==> config.mk <==
export PLATFORM = sky130hd
export DESIGN_NAME = handshake_fifo
export DESIGN_NICKNAME = d
export VERILOG_FILES = /design/src/rtl/handshake_pkg.sv /design/src/rtl/handshake_fifo_mem.sv /design/src/rtl/handshake_fifo.sv
export SDC_FILE = /design/constraint.sdc
export NUM_CORES = 1
export LEC_CHECK = 0
export ABC_AREA = 1
export ABC_CLOCK_PERIOD_IN_PS = 2600
export CAP_MARGIN = 20
export CORE_MARGIN = 4
export CORE_UTILIZATION = 53
export DETAILED_ROUTE_END_ITERATION = 10
export HOLD_SLACK_MARGIN = 0.08
export PLACE_DENSITY = 0.88
export SYNTH_ARGS = -nofsm -noshare
export SYNTH_HDL_FRONTEND = slang
export SYNTH_SLANG_ARGS = --single-unit
export TNS_END_PERCENT = 10
==> constraint.sdc <==
create_clock -name clock -period 2.6 [get_ports clock]
set_input_delay 0.78 -clock clock [delete_from_list [all_inputs] [get_ports clock]]
set_output_delay 0.78 -clock clock [all_outputs]
set_load 0.05 [all_outputs]
==> src/rtl/handshake_pkg.sv <==
// Shared helpers for the handshake_fifo slice: counter/pointer sizing and pointer wrap.
// Latency: n/a (compile-time functions and types only).
// Backpressure: n/a.
package handshake_pkg;

  // Selects what drives the downstream port in a given cycle.
  typedef enum logic [1:0] {
    SRC_NONE   = 2'd0,  // nothing valid (empty, or flush in progress)
    SRC_MEM    = 2'd1,  // head of the stored queue
    SRC_BYPASS = 2'd2   // upstream word passed straight through an empty buffer
  } out_src_e;

  // Occupancy needs to represent 0..depth inclusive.
  function automatic int cnt_bits(input int depth);
    return $clog2(depth + 1);
  endfunction

  // A single-entry buffer still needs a one-bit pointer to keep the ports legal.
  function automatic int ptr_bits(input int depth);
    return (depth > 1) ? $clog2(depth) : 1;
  endfunction

  // Advance a pointer, wrapping from depth-1 to 0. The explicit compare (rather than
  // relying on natural overflow) is what makes non-power-of-two depths work.
  function automatic logic [31:0] ptr_inc(input logic [31:0] ptr, input int depth);
    if (ptr >= 32'(depth - 1)) begin
      return '0;
    end
    return ptr + 32'd1;
  endfunction

endpackage

==> src/rtl/handshake_fifo_mem.sv <==
// Storage array for handshake_fifo: DEPTH x BITS registers, one write port, async read.
// Latency: write lands on the clock edge; read is combinational from raddr.
// Backpressure: none; the caller only asserts we when a word is really stored.
//
// Ports:
//   clock        write clock
//   we/waddr/wdata  write enable, address, data
//   raddr/rdata  combinational read address and data
module handshake_fifo_mem #(
  parameter int BITS     = 8,
  parameter int DEPTH    = 4,
  parameter int PTR_BITS = 2
) (
  input  logic                clock,
  input  logic                we,
  input  logic [PTR_BITS-1:0] waddr,
  input  logic [BITS-1:0]     wdata,
  input  logic [PTR_BITS-1:0] raddr,
  output logic [BITS-1:0]     rdata
);

  // Payload storage is deliberately not reset: the occupancy count, not the
  // contents, decides whether anything here is meaningful.
  logic [BITS-1:0] mem [DEPTH];

  always_ff @(posedge clock) begin
    if (we) begin
      mem[waddr] <= wdata;
    end
  end

  assign rdata = mem[raddr];

endmodule

==> src/rtl/handshake_fifo.sv <==
// Elastic valid/ready buffer of DEPTH entries with optional empty-bypass, status and flush.
// Latency: 1 cycle (BYPASS=0); 0 cycles through an empty buffer when BYPASS=1.
// Backpressure: s_ready is registered from next-cycle occupancy; no m_ready->s_ready path.
//
// Ports:
//   clock, reset_n        posedge clock, async active-low reset
//   flush                 synchronous discard of everything stored
//   s_value/s_valid/s_ready   upstream stream
//   m_value/m_valid/m_ready   downstream stream
//   count                 current occupancy (0..DEPTH)
//   almost_full           count >= AFULL
module handshake_fifo
  import handshake_pkg::*;
#(
  parameter int BITS   = 8,
  parameter int DEPTH  = 4,
  parameter int BYPASS = 0,
  parameter int AFULL  = DEPTH - 1
) (
  input  logic                       clock,
  input  logic                       reset_n,
  input  logic                       flush,
  input  logic [BITS-1:0]            s_value,
  input  logic                       s_valid,
  output logic                       s_ready,
  output logic [BITS-1:0]            m_value,
  output logic                       m_valid,
  input  logic                       m_ready,
  output logic [cnt_bits(DEPTH)-1:0] count,
  output logic                       almost_full
);

  localparam int CNT_BITS = cnt_bits(DEPTH);
  localparam int PTR_BITS = ptr_bits(DEPTH);

  localparam logic [CNT_BITS-1:0] DEPTH_C = CNT_BITS'(DEPTH);
  localparam logic [CNT_BITS-1:0] AFULL_C = CNT_BITS'(AFULL);
  localparam bit                  USE_BYPASS = (BYPASS != 0);

  // ---------------------------------------------------------------------------
  // State
  // ---------------------------------------------------------------------------
  logic [PTR_BITS-1:0] rd_ptr;
  logic [PTR_BITS-1:0] wr_ptr;
  logic [CNT_BITS-1:0] count_q;
  logic [CNT_BITS-1:0] count_next;
  logic                s_ready_q;

  // ---------------------------------------------------------------------------
  // Datapath / handshake signals
  // ---------------------------------------------------------------------------
  logic [BITS-1:0] rd_data;
  out_src_e        out_src;
  logic            empty;
  logic            push;
  logic            pop;
  logic            push_stored;
  logic            pop_stored;
  logic            pass_through;

  assign empty = (count_q == '0);

  // Output source selection. Flush wins so nothing leaves in the discard cycle.
  // In the empty-bypass case the upstream word is only offered downstream when the
  // upstream side is actually transferring it (s_ready high); otherwise a word seen
  // while s_ready is low (just after reset or flush) would be delivered downstream
  // and then presented again by the producer, duplicating it.
  always_comb begin
    out_src = SRC_NONE;
    if (flush) begin
      out_src = SRC_NONE;
    end else if (!empty) begin
      out_src = SRC_MEM;
    end else if (USE_BYPASS && s_valid && s_ready_q) begin
      out_src = SRC_BYPASS;
    end
  end

  // Downstream port. m_value is forced to zero whenever nothing is valid so idle
  // cycles present a clean bus.
  always_comb begin
    m_valid = 1'b0;
    m_value = '0;
    case (out_src)
      SRC_MEM: begin
        m_valid = 1'b1;
        m_value = rd_data;
      end
      SRC_BYPASS: begin
        m_valid = 1'b1;
        m_value = s_value;
      end
      default: begin
        m_valid = 1'b0;
        m_value = '0;
      end
    endcase
  end

  assign push = s_valid & s_ready_q;
  assign pop  = m_valid & m_ready;

  // A bypassed word accepted downstream in the same cycle never touches storage.
  assign pass_through = (out_src == SRC_BYPASS) & m_ready;

  // Flush drops any concurrent push; pop is already blocked because m_valid is 0.
  assign push_stored = push & ~flush & ~pass_through;
  assign pop_stored  = pop & (out_src == SRC_MEM);

  always_comb begin
    count_next = count_q;
    if (flush) begin
      count_next = '0;
    end else begin
      count_next = count_q + CNT_BITS'(push_stored) - CNT_BITS'(pop_stored);
    end
  end

  // ---------------------------------------------------------------------------
  // Sequential state
  // ---------------------------------------------------------------------------
  always_ff @(posedge clock or negedge reset_n) begin
    if (!reset_n) begin
      rd_ptr    <= '0;
      wr_ptr    <= '0;
      count_q   <= '0;
      s_ready_q <= 1'b0;
    end else begin
      count_q <= count_next;
      // Ready reflects room after this edge's updates, so a pop while full
      // re-opens the input one cycle later without any combinational m_ready path.
      s_ready_q <= (count_next < DEPTH_C) & ~flush;
      if (flush) begin
        rd_ptr <= '0;
        wr_ptr <= '0;
      end else begin
        if (push_stored) begin
          wr_ptr <= PTR_BITS'(ptr_inc(32'(wr_ptr), DEPTH));
        end
        if (pop_stored) begin
          rd_ptr <= PTR_BITS'(ptr_inc(32'(rd_ptr), DEPTH));
        end
      end
    end
  end

  // ---------------------------------------------------------------------------
  // Storage
  // ---------------------------------------------------------------------------
  handshake_fifo_mem #(
    .BITS     (BITS),
    .DEPTH    (DEPTH),
    .PTR_BITS (PTR_BITS)
  ) u_mem (
    .clock (clock),
    .we    (push_stored),
    .waddr (wr_ptr),
    .wdata (s_value),
    .raddr (rd_ptr),
    .rdata (rd_data)
  );

  // ---------------------------------------------------------------------------
  // Status outputs
  // ---------------------------------------------------------------------------
  assign s_ready     = s_ready_q;
  assign count       = count_q;
  assign almost_full = (count_q >= AFULL_C);

endmodule

# ---- After elaboration in Yosys (flattened, before gate mapping)
# Memory sizes are Yosys's and may differ from the RTL's.
# Cells that the tools add are included.
# W data, S select, Z words.
dict set report word_totals {
  mem_bits_ro 0
  mem_count 1
  ramBits 32
  inputBits 13
  latchBits 0
  elab_cells 49
  register_bits 8
  out_inout_bits 14
}
# memory words word_bits read_ports rd_clocked_by_memory_dff write_ports line
set memory_table {}
lappend memory_table {u_mem.mem 4 8 1 0 1 handshake_fifo_mem.sv:24} ;# logic [BITS-1:0] mem [DEPTH];
dict set report op_classes {
  mul 0
  n_eq_ne 2
  bitwise_logic 9
  muxes 21
  n_lt_le_gt_ge 4
  n_reduce_logical 4
  div_mod_pow 0
  addsub 4
  shifts 0
}
# cell n
set ops {}
lappend ops {{$mux W2} 9}
lappend ops {{$pmux W8 S2} 1}
lappend ops {{$mux W1} 10}
lappend ops {{$and A1 B1 Y1} 7}
lappend ops {{$add A2 B1 Y2 const B} 2}
lappend ops {{$ge A2 B2 Y1 const B} 2}
lappend ops {{$reduce_bool A2 Y1} 2}
lappend ops {{$add A3 B1 Y3} 1}
lappend ops {{$ge A3 B2 Y1 const B} 1}
lappend ops {{$logic_not A3 Y1} 1}
lappend ops {{$lt A3 B3 Y1 const B} 1}
lappend ops {{$mux W3} 1}
lappend ops {{$sub A3 B1 Y3} 1}
lappend ops {{$eq A2 B1 Y1 const B} 1}
lappend ops {{$eq A2 B2 Y1 const B} 1}
lappend ops {{$not A1 Y1} 2}
lappend ops {{$reduce_or A2 Y1} 1}

# ---- Depth between registers and ports, before layout
dict set report depth {
  ltp_word 13
  mapped_depth 10
  depth_no_buf 10
}

# ---- By module
# Synthesis repeated with hierarchy kept, for this count alone.
dict set report hier_totals {
  cells_unflattened 198
  hier_area_um2 1915.6
}
# module area_per_inst_um2 cells_per_inst seq_area_each_um2 n_inst
set by_module_without_submodules {}
lappend by_module_without_submodules {handshake_fifo_mem 1387.6 133 960.9 1}
lappend by_module_without_submodules {handshake_fifo 528.0 65 200.2 1}

# ---- Least setup slack after synthesis
# No wires, ideal clock.
dict set report synth_path {
  kind {input-to-output}
  start {in flush}
  end {out m_value[0]}
  required_time_ps 1820
  n_path_buf 0
  arrival_time_ps 1846
  path_slack_ps -26
  path_stages 3
  cell_sequence {inv_2 nand2_1 a21oi_1}
}
dict set report synth_via {
  elab_chain_cells 3
  word_cells_on_any_way 4
  classes_between {eq/ne (2); mux (2)}
}
# element line
set synth_lines {}
lappend synth_lines {{start, declared} handshake_fifo.sv:22} ;# input logic flush,
lappend synth_lines {{$mux W2 *} handshake_fifo.sv:70} ;# if (flush) begin
lappend synth_lines {{$eq A2 B2 Y1 / $eq A2 B1 Y1 (equally long branches)} handshake_fifo.sv:84} ;# case (out_src)
lappend synth_lines {{$pmux W8 S2 *} handshake_fifo.sv:84}
lappend synth_lines {{end, declared} handshake_fifo.sv:26} ;# output logic [BITS-1:0] m_value,
# Mark *: on every way between the ends. The rest lies on a longest branch, timed or not.

# ---- Worst setup path after layout
dict set report layout_path {
  start {reg rd_ptr[0]}
  end {out m_value[1]}
}
dict set report layout_via {
  elab_chain_cells 2
}
# element line
set layout_lines {}
lappend layout_lines {{start, declared} handshake_fifo.sv:43} ;# logic [PTR_BITS-1:0] rd_ptr;
lappend layout_lines {{start signal, assigned} handshake_fifo.sv:141} ;# rd_ptr <= PTR_BITS'(ptr_inc(32'(rd_ptr), DEPTH));
lappend layout_lines {{$mem_v2 Z4 W8} n/a}
lappend layout_lines {{$pmux W8 S2} handshake_fifo.sv:84}
# Every way passes these cells.

==> impl_summary.txt <==
----------------------------------------------------
[Place]
  Instance area after placement ... between 2000 and 2500 um2
  GP Congestion ... approximately 0.80
  Number of port buffers ... 26
  Hpwl dp ... approximately 2700 um

[Floorplanning]
  Die outline area ... around 4400 um2
  Placement Rows ... 20
  Vertical die dimension ... approximately 67 um
  Die width ... roughly 67 um
  Core ar. ... between 3000 and 4000 um2
  Starting Density ... 0.576
  Io pins ... 27

[CTS]
  Max Root-Sink Buffers ... 2
  Clock latency reported for the late side of the worst-skew pair ... around 0.35 ns
  Hold buffer count at cts ... 0
  Clock Pin Slew Worst Setup and Hold Paths ... 0.11 ns
  Clk root buf ... sky130_fd_sc_hd__clkbuf_4
  TritonCTS clock tree ... yes
  # clock sinks ... 40
  H-tree level count ... 2
  CTS Buf Count ... 5

[Hold path]
  Hold path startpoint ... rd_ptr[1]$_DFFE_PN0P_
  Worst hold-check path type ... flip-flop to flip-flop

[Detailed routing]
  Number of iterations in the first detailed-routing pass ... 4
  Vias per inst ... 5.26
  DR iter-0 viols ... about 130
  Routed via count ... 1,304
  Count of nets left with antenna violations after detail routing ... 0
  DRC viols ... 0
  Total Wirelength ... between 4000 and 5000 um
  Routed wire length per instance ... 16.2 um

[Pwr]
  Areal power density over the cells ... roughly 900 nW/um2
  LEAKAGE ... slightly below 1 nW
  Peak supply drop ... around 0.63 mV

[Yosys]
  Syn Area/Cell ... ~11 um2
  Share of the yosys chip area belonging to registers ... 0.640
  Netlist Area Pre-Place ... 1820 um2
  Yosys cell types ... 22
  Number of warnings printed during yosys synthesis ... 0
  Synth Instances ... around 160
  Post-synthesis xor/xnor area fraction ... 0.00482
  Share of synthesized cell area in full adder, half adder and majority cells ... 0.0662
  Dominant combinational cell family by area after synthesis ... simple AND/OR/NAND/NOR gates
  Compound-cell area share of the yosys netlist ... 0.0531
  Number of storage elements in the synthesis netlist ... 40
  Multiplexer share of the synthesized area ... 0
  Number of nets produced by synthesis ... approximately 190
  Simple-gate portion of the synthesized area ... 0.164

[Worst setup path]
  Setup slack of the most critical reg-to-reg path ... around 0.28 ns
  CP startpoint ... rd_ptr[0]$_DFFE_PN0P_
  Reg-to-Reg Start ... count[1]$_DFF_PN0_
  Required time of the worst setup path ... between 1.5 and 2 ns
  Critical path arrival ... approximately 1.7 ns
  Critical Path Start Type ... flip-flop
  Kind of end point of the critical path ... primary output
  Maximum fanout count along the critical path ... 20
  Classification of the worst setup path ... flip-flop to primary output

[Layout]
  Area added between synthesis and finish ... 32.7%
  Fin nets ... 225
  Proportion of layout cells with a drive suffix above 1 ... 0.206
  Share of the core filled with cells ... 0.764
  Diode insertion count for antenna repair ... 0
  Final standard cell area without fillers ... about 2400 um2

[Timing]
  Worst slew margin ... 0.660
  Tightest Pin Transition ... 0.508 ns
  Shortest period the worst path allows ... between 2 and 2.5 ns
  Final setup violation count ... 0
  Maximum clock frequency ... about 0.4 GHz
  RSZ-0062 raised after global routing ... false
  Final worst clock skew ... approximately 0.010 ns
  Final cycle utilization of the critical path ... 0.955
  Final hold violation count ... 0
  Fin. max-slew vios ... 0
  Worst hold slack after final layout ... about 0.60 ns

[Global routing]
  Vias in the first global route ... about 1,300
  GRT Total Usage ... 0.215
  First-pass GRT wire length ... 6840 um
  Initial antenna violation count ... 0
  Pin count of the biggest net entering global routing ... 21
  Residual overflow from global routing ... 0

[Outcome]
  Status ... complete, no violations

[Run]
  Max-capacitance violation count ... 0

----------------------------------------------------
## cell families after synthesis
family / Yosys count
adder cells (fa/ha/maj): 9
AND/OR/NAND/NOR: 73
buffers and inverters: 21
flip-flops: 40
AO/OA/AOI/OAI: 19
XOR/XNOR: 1
## metal layers
| metal | global-route usage | vias up | part of all wire |
|---|---|---|---|
| met3 | 0.0523 | 10 | 0.059 |
| met2 | 0.368 | 45 | 0.53 |
| li1 | - | 620 | - |
| met5 | 0 | - | 0 |
| met1 | 0.268 | 629 | 0.39 |
| met4 | 0.0685 | 0 | 0.016 |
## state kept, by name, indices dropped and copies added, names as in the netlist
name and flops:
u_mem.mem 32, count 3, s_ready 1, wr_ptr 2
rd_ptr 2
## cell usage in the layout (no fill, tap or decap), drive strengths merged
cell type,count
edfxtp,32
inv,17
fa,1
nand3,5
ha,8
nand2,40
buf,21
dfrtp,8
nand4,2
a21oi,8
dlygate4sd2,1
and2,1
nor2,25
clkdlybuf4s50,15
o21ai,10
bufinv,1
clkbuf,5
o22ai,1
xor2,1
clkinv,2
## power by group
part / internal, mW / total [mW] / switching, mW
clock network: 0.196 / 0.393 / 0.197
logic: 0.357 / 0.996 / 0.639
registers: 0.752 / 0.791 / 0.0389
## worst paths after layout
path | end | cells past startpoint
max | m_value[1] | 5
min | rd_ptr[1]$_DFFE_PN0P_ | 2
max reg2reg | count[2]$_DFF_PN0_ | 10
min reg2reg | rd_ptr[1]$_DFFE_PN0P_ | 2
max in group asynchronous | wr_ptr[0]$_DFFE_PN0P_ | 1
min in group asynchronous | rd_ptr[1]$_DFFE_PN0P_ | 1
## repair_timing
action / CTS / global route
endpoints found under the hold margin: 0 / 0
buffers inserted: 1 / 0
gates resized for setup: 19 / 1
endpoints found under the setup margin: 9 / 1
pin swaps: 0 / 0
## metrics by stage
step / cells / power (mW) / setup WS [ns] / setup TNS (ns)
global route: 248 / 2.32 / 0.00982 / 0
detailed placement: 239 / 1.70 / -0.308 / -2.74
finish: 248 / 2.18 / 0.117 / 0
global placement: 239 / 1.65 / -0.198 / -1.96
floorplan: 163 / 1.39 / -0.0262 / -0.210
CTS: 248 / 2.18 / 0.161 / 0
## area by class of cell
| class | count | area (um2) |
|---|---|---|
| Inverter | 17 | 73.8 |
| Multi-Input combinational cell | 102 | 614 |
| Clock inverter | 3 | 37.5 |
| Timing Repair Buffer | 37 | 429 |
| Clock buffer | 5 | 37.5 |
| Fill cell | 181 | 744 |
| Tap cell | 44 | 55.1 |
| Sequential cell | 40 | 1160 |
## synth_stat cells
cell type                  number  area [um2]
sky130_fd_sc_hd__o22ai_1        1        6.26
sky130_fd_sc_hd__nand4_1        2        12.5
sky130_fd_sc_hd__nand2_1       38         143
sky130_fd_sc_hd__inv_1         14        52.6
sky130_fd_sc_hd__buf_8          1        15.0
sky130_fd_sc_hd__inv_8          1        11.3
sky130_fd_sc_hd__and2_1         1        6.26
sky130_fd_sc_hd__clkbuf_8       1        13.8
sky130_fd_sc_hd__buf_12         1        20.0
sky130_fd_sc_hd__buf_6          1        11.3
sky130_fd_sc_hd__inv_2          2        7.51
sky130_fd_sc_hd__fa_1           1        20.0
sky130_fd_sc_hd__nand2_2        2        12.5
sky130_fd_sc_hd__nand3_1        4        20.0
sky130_fd_sc_hd__nor2_1        25        93.8
sky130_fd_sc_hd__xor2_1         1        8.76
sky130_fd_sc_hd__a21oi_1        8        40.0
sky130_fd_sc_hd__nand3_2        1        10.0
sky130_fd_sc_hd__o21ai_0       10        50.1
sky130_fd_sc_hd__dfrtp_1        8         200
sky130_fd_sc_hd__ha_1           8         100
sky130_fd_sc_hd__edfxtp_1      32         961
## critical path: stages (launching register included)
cell and delay [ns]:
sky130_fd_sc_hd__dfrtp_1 0.34, sky130_fd_sc_hd__buf_4 0.26, sky130_fd_sc_hd__inv_8 0.09, sky130_fd_sc_hd__o21ai_0 0.37, sky130_fd_sc_hd__a21oi_4 0.11, sky130_fd_sc_hd__buf_12 0.17
Note: power is estimated with default switching activity, not from simulation.
